**config.mk**
```make
export PLATFORM = sky130hd
export DESIGN_NAME = shared_adder_sched
export DESIGN_NICKNAME = d
export VERILOG_FILES = /design/src/rtl/shared_adder_sched.sv
export SDC_FILE = /design/constraint.sdc
export NUM_CORES = 1
export LEC_CHECK = 0
export BUFFER_PORTS_ARGS = -buffer_cell sky130_fd_sc_hd__buf_4
export CORE_MARGIN = 1.5
export CORE_UTILIZATION = 45
export CTS_BUF_LIST = sky130_fd_sc_hd__clkbuf_8
export DETAILED_ROUTE_END_ITERATION = 16
export HOLD_SLACK_MARGIN = 0.05
export PLACE_DENSITY = 0.75
export RECOVER_POWER = 100
export SYNTH_ARGS = -nofsm -noshare
export SYNTH_HDL_FRONTEND = slang
export SYNTH_SLANG_ARGS = --single-unit
```
**constraint.sdc**
```tcl
create_clock -name clk -period 3.91 [get_ports clk]
set_clock_uncertainty 0.1 [all_clocks]
set_input_delay 0.391 -clock clk [delete_from_list [all_inputs] [get_ports clk]]
set_output_delay 0.391 -clock clk [all_outputs]
set_load 0.1 [all_outputs]
```
**src/rtl/shared_adder_sched.sv**
```systemverilog
// Round-robin scheduler sharing one 4-bit adder slice among NREQ requesters.
// Wide sums are built one nibble per cycle through a registered carry.
module shared_adder_sched #(
  parameter int unsigned NREQ  = 4,
  parameter int unsigned WIDTH = 16,
  parameter int unsigned IDW   = $clog2(NREQ)
) (
  input  logic                  clk,
  input  logic                  rst,
  input  logic [NREQ-1:0]       req_valid,
  output logic [NREQ-1:0]       req_ready,
  input  logic [NREQ*WIDTH-1:0] req_a,
  input  logic [NREQ*WIDTH-1:0] req_b,
  output logic                  rsp_valid,
  input  logic                  rsp_ready,
  output logic [WIDTH-1:0]      rsp_sum,
  output logic                  rsp_cout,
  output logic [IDW-1:0]        rsp_id
);

  localparam int unsigned K  = WIDTH / 4;
  localparam int unsigned CW = (K > 1) ? $clog2(K) : 1;

  localparam logic [1:0] IDLE = 2'd0;
  localparam logic [1:0] RUN  = 2'd1;
  localparam logic [1:0] DONE = 2'd2;

  logic [1:0]       state_q, state_d;
  logic [IDW-1:0]   last_q;
  logic [IDW-1:0]   id_q;
  logic [CW-1:0]    cnt_q;
  logic             carry_q;
  logic [WIDTH-1:0] a_q, b_q, sum_q;

  logic             gnt_found;
  logic [IDW-1:0]   gnt_idx;
  logic [3:0]       a_nib, b_nib;
  logic [4:0]       nib_sum;
  logic             last_nib;
  logic             grant;

  // First valid requester at or after last+1, wrapping around.
  always_comb begin
    int unsigned cand;
    gnt_found = 1'b0;
    gnt_idx   = '0;
    cand      = 0;
    for (int unsigned off = 1; off <= NREQ; off++) begin
      cand = (32'(last_q) + off) % NREQ;
      if (!gnt_found && req_valid[cand]) begin
        gnt_found = 1'b1;
        gnt_idx   = IDW'(cand);
      end
    end
  end

  assign grant = (state_q == IDLE) && gnt_found;

  // Gated by rst so no grant is offered while the block is held in reset.
  always_comb begin
    req_ready = '0;
    if (grant && !rst) begin
      req_ready[gnt_idx] = 1'b1;
    end
  end

  assign a_nib    = a_q[{cnt_q, 2'b00} +: 4];
  assign b_nib    = b_q[{cnt_q, 2'b00} +: 4];
  assign nib_sum  = {1'b0, a_nib} + {1'b0, b_nib} + {4'b0000, carry_q};
  assign last_nib = (cnt_q == CW'(K - 1));

  always_comb begin
    state_d = state_q;
    unique case (state_q)
      IDLE: if (gnt_found) state_d = RUN;
      RUN:  if (last_nib) state_d = DONE;
      DONE: if (rsp_ready) state_d = IDLE;
      default: state_d = IDLE;
    endcase
  end

  always_ff @(posedge clk or posedge rst) begin
    if (rst) begin
      state_q <= IDLE;
      last_q  <= IDW'(NREQ - 1);
      id_q    <= '0;
      cnt_q   <= '0;
      carry_q <= 1'b0;
      a_q     <= '0;
      b_q     <= '0;
      sum_q   <= '0;
    end else begin
      state_q <= state_d;
      if (grant) begin
        a_q     <= req_a[gnt_idx*WIDTH +: WIDTH];
        b_q     <= req_b[gnt_idx*WIDTH +: WIDTH];
        id_q    <= gnt_idx;
        last_q  <= gnt_idx;
        cnt_q   <= '0;
        carry_q <= 1'b0;
      end else if (state_q == RUN) begin
        sum_q[{cnt_q, 2'b00} +: 4] <= nib_sum[3:0];
        carry_q                    <= nib_sum[4];
        cnt_q                      <= last_nib ? '0 : cnt_q + 1'b1;
      end
    end
  end

  assign rsp_valid = (state_q == DONE);
  assign rsp_sum   = sum_q;
  assign rsp_cout  = carry_q;
  assign rsp_id    = id_q;

endmodule

```
==> results.yml, run 1 <==
setup_path:
  path_class: "flip-flop to output pin"
  timing.critical_path.from_type: "flip-flop"
  critical_path.cell_chain: "nand2b_2 > a311o_1 > nand2_1 > nor3_1 > buf_4"
  crit_path_end_kind: "output pin"
  crit_path_max_fanout: 33
  timing.critical_path.max_delay_family: "compound AO/OA/AOI/OAI gates"
  worstPathRequired_ns: 3.42
  critical_path_arrival_ns: 2.91
  max_stage_delay_ns: 1.14
  critical-path-slowest-cell: "a311o_1"
  critPathBufInv: 1
route:
  via_per_inst: 5.78
  ant_nets: 0
  routed_wirelength_mm: 11.8
  detailedRoute.firstPassIterationCount: 5
  dr.first_iter.drc_count: 160
  detailroute.via_count: 3829
  wl_per_cell_um: 17.8
  drcViolationCount: 0
synth:
  synth.cells.most_frequent: "dfrtp_1 (55), nor2_1 (43), o21ai_0 (35)"
  synthesis.instances: 414
  share_of_the_yosys_chip_area_belonging_to_registers: 0.362
  post-synth-top-area-cell: "dfrtp_1"
  synth_async_sr_flop_share: 1.00
  post_synth_main_area_contributors: "dfrtp_1 (35%), a221oi_2 (12%), a31oi_1 (5.2%), and2_1 (5.1%), mux4_2 (4.6%)"
  mappedNetlistArea_mm2: 0.00395
  ys_seq_elements: 57
  most_frequent_cell_after_synthesis: "dfrtp_1"
  yosys.area.top_type_share: 0.348
  number_of_distinct_library_cells_after_synthesis: 39
  avgSynthCellArea_um2: 9.54
  ys_dominant_reg_cell: "dfrtp_1"
  synth.net_count: 560
  synth_edf_count: 0
  yosys_warnings: 0
layout:
  multiInputGateArea_mm2: 0.00211
  final-seq-area_mm2: 0.00143
  design_area_mm2: 0.00504
  area_delta_synth_final_pct: 27.7
  instances_no_fill: 663
  final_antenna_diode_count: 0
  final_util: 0.605
  layout_cells_sized_above_1: 0.315
  layout.filler_cells: 787
  layout.nets: 699
run_status:
  status: "finished with violations"
  violations: "capacitance limit, slew limit"
cts:
  worstSkewPairLatency_ns: 0.34
  clk_pin_slew_worst_paths_ns: 0.06
  hold_buffer_count_at_cts: 0
  tritoncts: "built"
  cts-buffers-inserted: 9
  clock_tree.htree_level_count: 3
  cts_root_buf: "clkbuf_8"
  cts_setup_buffers: 0
  tritoncts_num_sinks: 57
  postCtsResizedCells: 0
  max-clock-path-buffers: 2
grt:
  groute.layer.met2.usage: 0.424
  global_route_wire_length_before_repair_mm: 19.4
  gr-usage-all-layers: 0.258
  grt_start_max_net_pins: 58
  grtUsageMet3: 0.0658
  grt.busiest_layer: "met2"
  via_count_of_the_first_global_routing_pass: 3978
  antenna_found_initial: 0
  global_route_overflow: 0
  gr-usage-met1: 0.326
timing:
  timing_worst_slew_pin_value_ns: 1.51
  slew_viol_final: 36
  setup-tns-final_ns: 0
  setup_viol_count_final: 0
  timing.final.crit_share: 0.870
  hold_viol: 0
  rsz0062_at_grt: "false"
  final_critical_path_setup_slack_ns: 0.508
  max_freq_mhz: 294
  final_period_minus_worst_setup_slack_ns: 3.40
  relSlewSlack: -0.00706
  hold_ws_ns: 0.201
place:
  placed_cells_incl_taps: 647
  hpwl_mm: 8.98
  dp_worst_setup_slack_ns: 1.05
  numPortBuffers: 158
  placed_area_mm2: 0.00515
  place_congestion: 0.907
flow_run:
  max_cap_viol_count: 1
hold_path:
  min_path_type: "input port to async pin"
floorplanning:
  floorplan.die.width_um: 96.7
  fp.dieH_um: 96.7
  placeableCoreArea_mm2: 0.00834
  fp-row-count: 33
  ioPinCount: 159
  floorplan.initialDensity: 0.474
  die-area_mm2: 0.00935
power:
  power_mw: 4.12
  powerDensity_mw_per_mm2: 817
  p_leak_nw: 2.19
  ir_worst_vdd_v: 0.000497
==> flip-flops by register name, indices dropped and copies added, names as in the netlist <==
| register | count |
|---|---|
| state_q | 2 |
| last_q | 2 |
| rsp_sum | 16 |
| rsp_id | 2 |
| cnt_q | 2 |
| a_q | 16 |
| rsp_cout | 1 |
| b_q | 16 |
==> final cells by class <==
type	instances	share of cell area
clock buffer	9	0.0246
clock inverter	7	0.0171
inverter	6	0.00447
multi-input combinational	315	0.419
sequential	57	0.283
tap	105	0.0261
timing repair buffer	164	0.225
==> cell families after synthesis <==
logic type	synth area share
AO/OA/AOI/OAI	0.294
adder cells (fa/ha/maj)	0.0386
AND/OR/NAND/NOR	0.201
flip-flops	0.362
buffers and inverters	0.0545
multiplexers	0.0456
XOR/XNOR	0.00444
==> worst register-to-register path, stage by stage (launching register included) <==
cell      delay, ns
dfrtp_1        0.41
clkbuf_1       0.68
mux4_2         0.61
fa_1           0.41
fa_1           0.42
xnor2_1        0.22
nor2_1         0.11
a22o_1         0.21
==> worst paths after layout <==
check | from | to | slack, ns | cells after the start
max | last_q[0]$_DFFE_PP1N_ | req_ready[1] | 0.51 | 5
min | rst | rsp_id[1]$_DFFE_PP0N_ | 0.20 | 3
max reg2reg | cnt_q[0]$_DFFE_PP0P_ | rsp_sum[14]$_DFFE_PP0P_ | 0.66 | 7
min reg2reg | rsp_id[1]$_DFFE_PP0N_ | rsp_id[1]$_DFFE_PP0N_ | 0.38 | 1
max in group asynchronous | rst | a_q[15]$_DFFE_PP0N_ | 3.00 | 3
min in group clk | req_a[61] | a_q[13]$_DFFE_PP0N_ | 0.22 | 3
==> per-layer routing <==
layer  vias up  wire length [µm]
met5         -                 0
met4         0               265
met3        20               706
met2       153              5890
met1      1830              4910
li1       1826                 -
==> power breakdown <==
group / internal, mW / switching, mW
Sequential: 0.866 / 0.216
Clock: 0.353 / 0.246
Combinational: 0.831 / 1.61
Total: 2.05 / 2.07
==> cell usage in the layout, fill, tap and decap left out, types with 4 or more instances in the layout <==
cell type,synthesis,layout
a21o_1,5,5
a221oi_1,0,28
a221oi_2,32,4
a22o_1,7,7
a31oi_1,33,33
and2_1,32,32
buf_4,7,138
clkbuf_1,19,24
clkbuf_8,0,9
dfrtp_1,55,55
ha_1,9,9
inv_1,6,7
mux4_2,8,8
nand2_1,24,24
nand2b_1,6,6
nand3_1,33,33
nor2_1,43,43
nor2b_1,5,5
o21ai_0,35,38
o21ai_1,7,4
o31ai_1,8,8
or3_1,5,4
No activity file was read; power rests on OpenSTA's default activity.
==> run 2: changes to the inputs <==
Settings changed: ABC_CLOCK_PERIOD_IN_PS from default to 3910, REMOVE_ABC_BUFFERS from default to 1.
==> run 2 against run 1 <==
  * The flow still finishes with violations (capacitance limit, slew limit)
  * Final area is 0.97% higher
  * Clock-buffer cell count is 2 higher
  * Via count is 1.2% higher
  * First-iteration DRC count is 3.8% lower
  * Maximum frequency is 4.4% higher
  * Cell count is 0.15% higher
  * Worst hold slack better by 0.025 ns
  * Critical path type is now input port to output pin
  * Critical endpoint is now req_ready[0]
  * Largest power group unchanged
==> results.yml, run 2 (synthesis gave the netlist of run 1 again) <==
cts:
  clk_pin_slew_worst_paths_ns: 0.06
  tritoncts_num_sinks: 57
  cts_root_buf: "clkbuf_8"
  hold_buffer_count_at_cts: 0
  clock_tree.htree_level_count: 3
  max-clock-path-buffers: 2
  postCtsResizedCells: 0
  cts_setup_buffers: 0
  worstSkewPairLatency_ns: 0.33
  cts-buffers-inserted: 9
  tritoncts: "built"
floorplanning:
  floorplan.die.width_um: 96.7
  die-area_mm2: 0.00935
  fp.dieH_um: 96.7
  placeableCoreArea_mm2: 0.00834
  floorplan.initialDensity: 0.474
  fp-row-count: 33
  ioPinCount: 159
setup_path:
  worstPathRequired_ns: 3.42
  crit-reg2reg-launch: "cnt_q[0]$_DFFE_PP0P_"
  crit_path_max_fanout: 39
  crit_path_end_kind: "output pin"
  path_class: "input port to output pin"
  critical_path_arrival_ns: 2.77
  r2r-end: "rsp_sum[15]$_DFFE_PP0P_"
  timing.critical_path.from_type: "input port"
  r2r.worst_path.cells: 6
  rrSetupSlack_ns: 0.88
timing:
  timing_worst_slew_pin_value_ns: 1.51
  hold_viol: 0
  slew_viol_final: 34
  setup_viol_count_final: 0
  final_period_minus_worst_setup_slack_ns: 3.26
  hold_ws_ns: 0.226
  timing.final.crit_share: 0.833
  rsz0062_at_grt: "false"
  relSlewSlack: -0.00403
  final_critical_path_setup_slack_ns: 0.652
  max_freq_mhz: 307
  setup-tns-final_ns: 0
route:
  via_per_inst: 5.83
  ant_nets: 0
  routed_wirelength_mm: 11.3
  wl_per_cell_um: 17.0
  drcViolationCount: 0
  dr.first_iter.drc_count: 154
  detailedRoute.firstPassIterationCount: 5
  detailroute.via_count: 3874
layout:
  area_delta_synth_final_pct: 28.9
  instances_no_fill: 664
  final_antenna_diode_count: 0
  final_util: 0.610
  layout.nets: 700
  layout.filler_cells: 738
  design_area_mm2: 0.00509
  most_frequent_standard_cell_in_the_layout_excluding_fill_and_tap_cells: "buf_4"
  mostFrequentLayoutCells: "buf_4 (140), dfrtp_1 (55), nor2_1 (43)"
  layout_cells_sized_above_1: 0.336
power:
  ir_worst_vdd_v: 0.000318
  powerDensity_mw_per_mm2: 801
  power_mw: 4.08
  p_leak_nw: 2.24
place:
  placed_cells_incl_taps: 648
  dp_worst_setup_slack_ns: 1.03
  numPortBuffers: 158
  place_congestion: 0.824
  hpwl_mm: 8.38
  placed_area_mm2: 0.00515
hold_path:
  min_path_type: "input port to async pin"
run_status:
  violations: "capacitance limit, slew limit"
  status: "finished with violations"
flow_run:
  max_cap_viol_count: 1
grt:
  global_route_wire_length_before_repair_mm: 19.1
  grt_start_max_net_pins: 58
  gr-usage-all-layers: 0.250
  antenna_found_initial: 0
  global_route_overflow: 0
  via_count_of_the_first_global_routing_pass: 3996
run 2: cell count changes in the layout (fill, tap and decap cells not counted), moves of 2 or more:
cell       previous run  this run
nor3_1                3         5
a221oi_1             28        15
a221oi_2              4        17
bufinv_16             2         0
clkbuf_8              9        11
buf_4               138       140
run 2: worst max path at each step:
stage	start	to	slack, ns	cells past startpoint
after floorplan	last_q[0]$_DFFE_PP1N_	req_ready[3]	-0.58	4
after global placement	req_valid[3]	req_ready[2]	1.07	5
after detailed placement	req_valid[3]	req_ready[2]	1.03	5
after CTS	last_q[0]$_DFFE_PP1N_	req_ready[2]	0.93	3
after global routing	req_valid[3]	req_ready[0]	0.49	5
final	req_valid[3]	req_ready[0]	0.65	5
run 2: area by class of cell:
type                       count  area, µm²  area share
multi-input combinational    315       2190       0.430
timing repair buffer         165       1150       0.225
clock buffer                  11        151      0.0297
inverter                       6       22.5     0.00442
tap                          105        131      0.0258
sequential                    57       1430       0.281
clock inverter                 5       22.5     0.00442
run 2: per-layer routing:
layer / share of wire / track usage / wire length, µm
met5: 0 / 0 / 0
met4: 0.011 / 0.0992 / 123
met3: 0.072 / 0.0520 / 816
met2: 0.49 / 0.405 / 5500
met1: 0.43 / 0.327 / 4860
run 2: report_power, final:
group | leakage, nW | internal [mW] | total, mW | switching [mW]
clock | 0.101 | 0.256 | 0.483 | 0.227
sequential | 0.683 | 0.866 | 1.07 | 0.205
combinational | 1.46 | 0.859 | 2.53 | 1.67
total | 2.24 | 1.98 | 4.08 | 2.10
run 2: worst max-delay path, cell delays in order:
cell and delay, ns:
clkbuf_2 0.46, nor4_1 0.61, or3_1 0.88, nor3_1 0.12, buf_4 0.29
==> run 3: changes to the inputs <==
Settings changed: ABC_AREA from default to 1, ABC_CLOCK_PERIOD_IN_PS 3910 to 3100, PLACE_DENSITY 0.75 to 0.74.
Clock period 3.91 ns to 3.1 ns, I/O delays scaled along.
==> run 3 against run 2 <==
  * The flow now finishes without violations
  * Cell count is 45% higher
  * Setup slack worse by 0.46 ns
  * Clock-buffer cell count is 1 higher
  * Final area is 12% higher
  * Sequential share of layout area is 2.9 points lower
  * Routed wire length is 4.3% higher
  * Via count is 27% higher
  * Highest routed layer unchanged
==> results.yml, run 3 <==
cts:
  tritoncts_num_sinks: 57
  clk_pin_slew_worst_paths_ns: 0.06
  cts_root_buf: "clkbuf_8"
  tritoncts: "built"
  worstSkewPairLatency_ns: 0.34
  max-clock-path-buffers: 2
  cts-buffers-inserted: 9
  clock_tree.htree_level_count: 3
  cts_setup_buffers: 0
timing:
  max_freq_mhz: 344
  setup_viol_count_final: 0
  slew_viol_final: 0
  final_period_minus_worst_setup_slack_ns: 2.91
  setup-tns-final_ns: 0
  hold_viol: 0
  timing_worst_slew_pin_value_ns: 1.38
  timing.final.crit_share: 0.937
  final_critical_path_setup_slack_ns: 0.195
  relSlewSlack: 0.0812
  rsz0062_at_grt: "false"
synth:
  share_of_the_yosys_chip_area_belonging_to_registers: 0.326
  yosys_warnings: 0
  ys_dominant_reg_cell: "dfrtp_1"
  post-synth-top-area-cell: "nand2_1"
  synth_async_sr_flop_share: 1.00
  post_synth_main_area_contributors: "nand2_1 (31%), dfrtp_1 (31%), nand4_1 (9.3%), o21ai_0 (5.6%), buf_2 (2.7%)"
  ys_seq_elements: 57
  yosys.area.top_type_share: 0.315
  most_frequent_cell_after_synthesis: "nand2_1"
  avgSynthCellArea_um2: 6.37
  synthesis.instances: 689
  number_of_distinct_library_cells_after_synthesis: 30
  synth_edf_count: 0
  synth.cells.most_frequent: "nand2_1 (368), nand4_1 (65), dfrtp_1 (55)"
  mappedNetlistArea_mm2: 0.00439
hold_path:
  timing.hold.worst_path_depth: 7
  min_path_type: "input port to flip-flop"
run_status:
  status: "finished clean"
layout:
  layout.filler_cells: 939
  final_util: 0.609
  layout.nets: 973
  layout_cells_sized_above_1: 0.224
  area_delta_synth_final_pct: 29.5
  final_antenna_diode_count: 0
  most_frequent_standard_cell_in_the_layout_excluding_fill_and_tap_cells: "nand2_1"
  mostFrequentLayoutCells: "nand2_1 (369), buf_4 (141), nand4_1 (65)"
grt:
  via_count_of_the_first_global_routing_pass: 4535
  global_route_overflow: 0
  antenna_found_initial: 0
  gr-usage-all-layers: 0.238
  grt_start_max_net_pins: 65
  global_route_wire_length_before_repair_mm: 19.7
place:
  numPortBuffers: 158
  hpwl_mm: 8.68
  dp_worst_setup_slack_ns: 0.333
  place_congestion: 0.912
route:
  routed_wirelength_mm: 11.8
  detailedRoute.firstPassIterationCount: 5
  detailroute.via_count: 4907
  dr.first_iter.drc_count: 257
  ant_nets: 0
  wl_per_cell_um: 12.3
  drcViolationCount: 0
  via_per_inst: 5.11
floorplanning:
  die-area_mm2: 0.0104
  floorplan.initialDensity: 0.470
  fp.dieH_um: 102
  floorplan.die.width_um: 102
  fp-row-count: 35
  ioPinCount: 159
  placeableCoreArea_mm2: 0.00933
setup_path:
  crit_path_end_kind: "output pin"
  path_class: "flip-flop to output pin"
  worstPathRequired_ns: 2.69
  crit_path_frequent_cell: "nand2_1"
  max_stage_delay_ns: 0.64
  timing.critical_path.depth: 11
  critical_path.cell_chain: "inv_4 > nand2_1 > nand2_1 > nand2_1 > nand2_1 > nor2_4 > nand3_2 > nand3_2 > inv_2 > nor3_1 > clkbuf_4"
  timing.critical_path.from_type: "flip-flop"
  critPathBufInv: 3
  critical_path_arrival_ns: 2.50
  critical-path-slowest-cell: "dfstp_2"
  r2r.worst_path.cells: 8
  timing.critical_path.max_delay_family: "simple AND/OR/NAND/NOR gates"
  crit_path_max_fanout: 9
flow_run:
  max_cap_viol_count: 0
## run 3: kinds of logic after synthesis
group,Yosys count,synth area share
AND/OR/NAND/NOR,483,0.466
buffers and inverters,70,0.0853
AO/OA/AOI/OAI,66,0.0841
flip-flops,57,0.326
adder cells (fa/ha/maj),11,0.0348
XOR/XNOR,2,0.00399
## run 3: worst paths after layout
| kind | start | endpoint | slack (ns) |
|---|---|---|---|
| min in group asynchronous | rst | rsp_id[0]$_DFFE_PP0N_ | 0.38 |
| max in group asynchronous | rst | b_q[10]$_DFFE_PP0N_ | 1.68 |
| worst max register to register | cnt_q[0]$_DFFE_PP0P_ | rsp_sum[10]$_DFFE_PP0P_ | 0.30 |
| worst min register to register | a_q[11]$_DFFE_PP0N_ | a_q[11]$_DFFE_PP0N_ | 0.38 |
| worst max-delay path | last_q[0]$_DFFE_PP1N_ | req_ready[2] | 0.19 |
| worst min-delay path | req_b[46] | b_q[14]$_DFFE_PP0N_ | 0.23 |
## run 3: metal layers
metal  routed length [µm]  track usage  vias to the layer above  part of all wire
li1                     -            -                     2520                 -
met1                 5200        0.284                     2246              0.44
met2                 5890        0.419                      128              0.50
met3                  562       0.0594                       13             0.048
met4                  134       0.0769                        0             0.011
met5                    0            0                        -                 0
## run 3: worst register-to-register path, cell delays in order (launching register included)
cell,delay (ns)
dfrtp_1,0.58
inv_1,0.27
o21ai_0,0.22
o22ai_1,0.11
fa_1,0.45
fa_1,0.42
xor2_1,0.23
inv_1,0.09
o31ai_1,0.24
## run 3: cell type report
class / instances / area, µm² / area share
tap: 129 / 161 / 0.0284
multi-input combinational: 562 / 2590 / 0.456
inverter: 24 / 92.6 / 0.0163
clock buffer: 12 / 165 / 0.0291
timing repair buffer: 173 / 1220 / 0.216
sequential: 57 / 1430 / 0.252
clock inverter: 3 / 15.0 / 0.00264
## run 3: what timing repair did
action | in CTS | in global routing
hold buffers | 1 | 0
hold endpoints to repair | 1 | 0
setup endpoints to repair | 0 | 1
resized for setup | 0 | 4
## run 3: through the flow
stage	cell area, µm²	hold WS, ns	instances
2_1_floorplan	4110	0.306	643
3_3_place_gp	5570	0.365	944
3_5_place_dp	5570	0.364	944
4_1_cts	5760	0.119	960
5_1_grt	5680	0.243	960
6_report	5680	0.233	960
Power of run 3 is not shown: default switching activity piles up to over one toggle a cycle in this logic, so the estimate is an artifact.
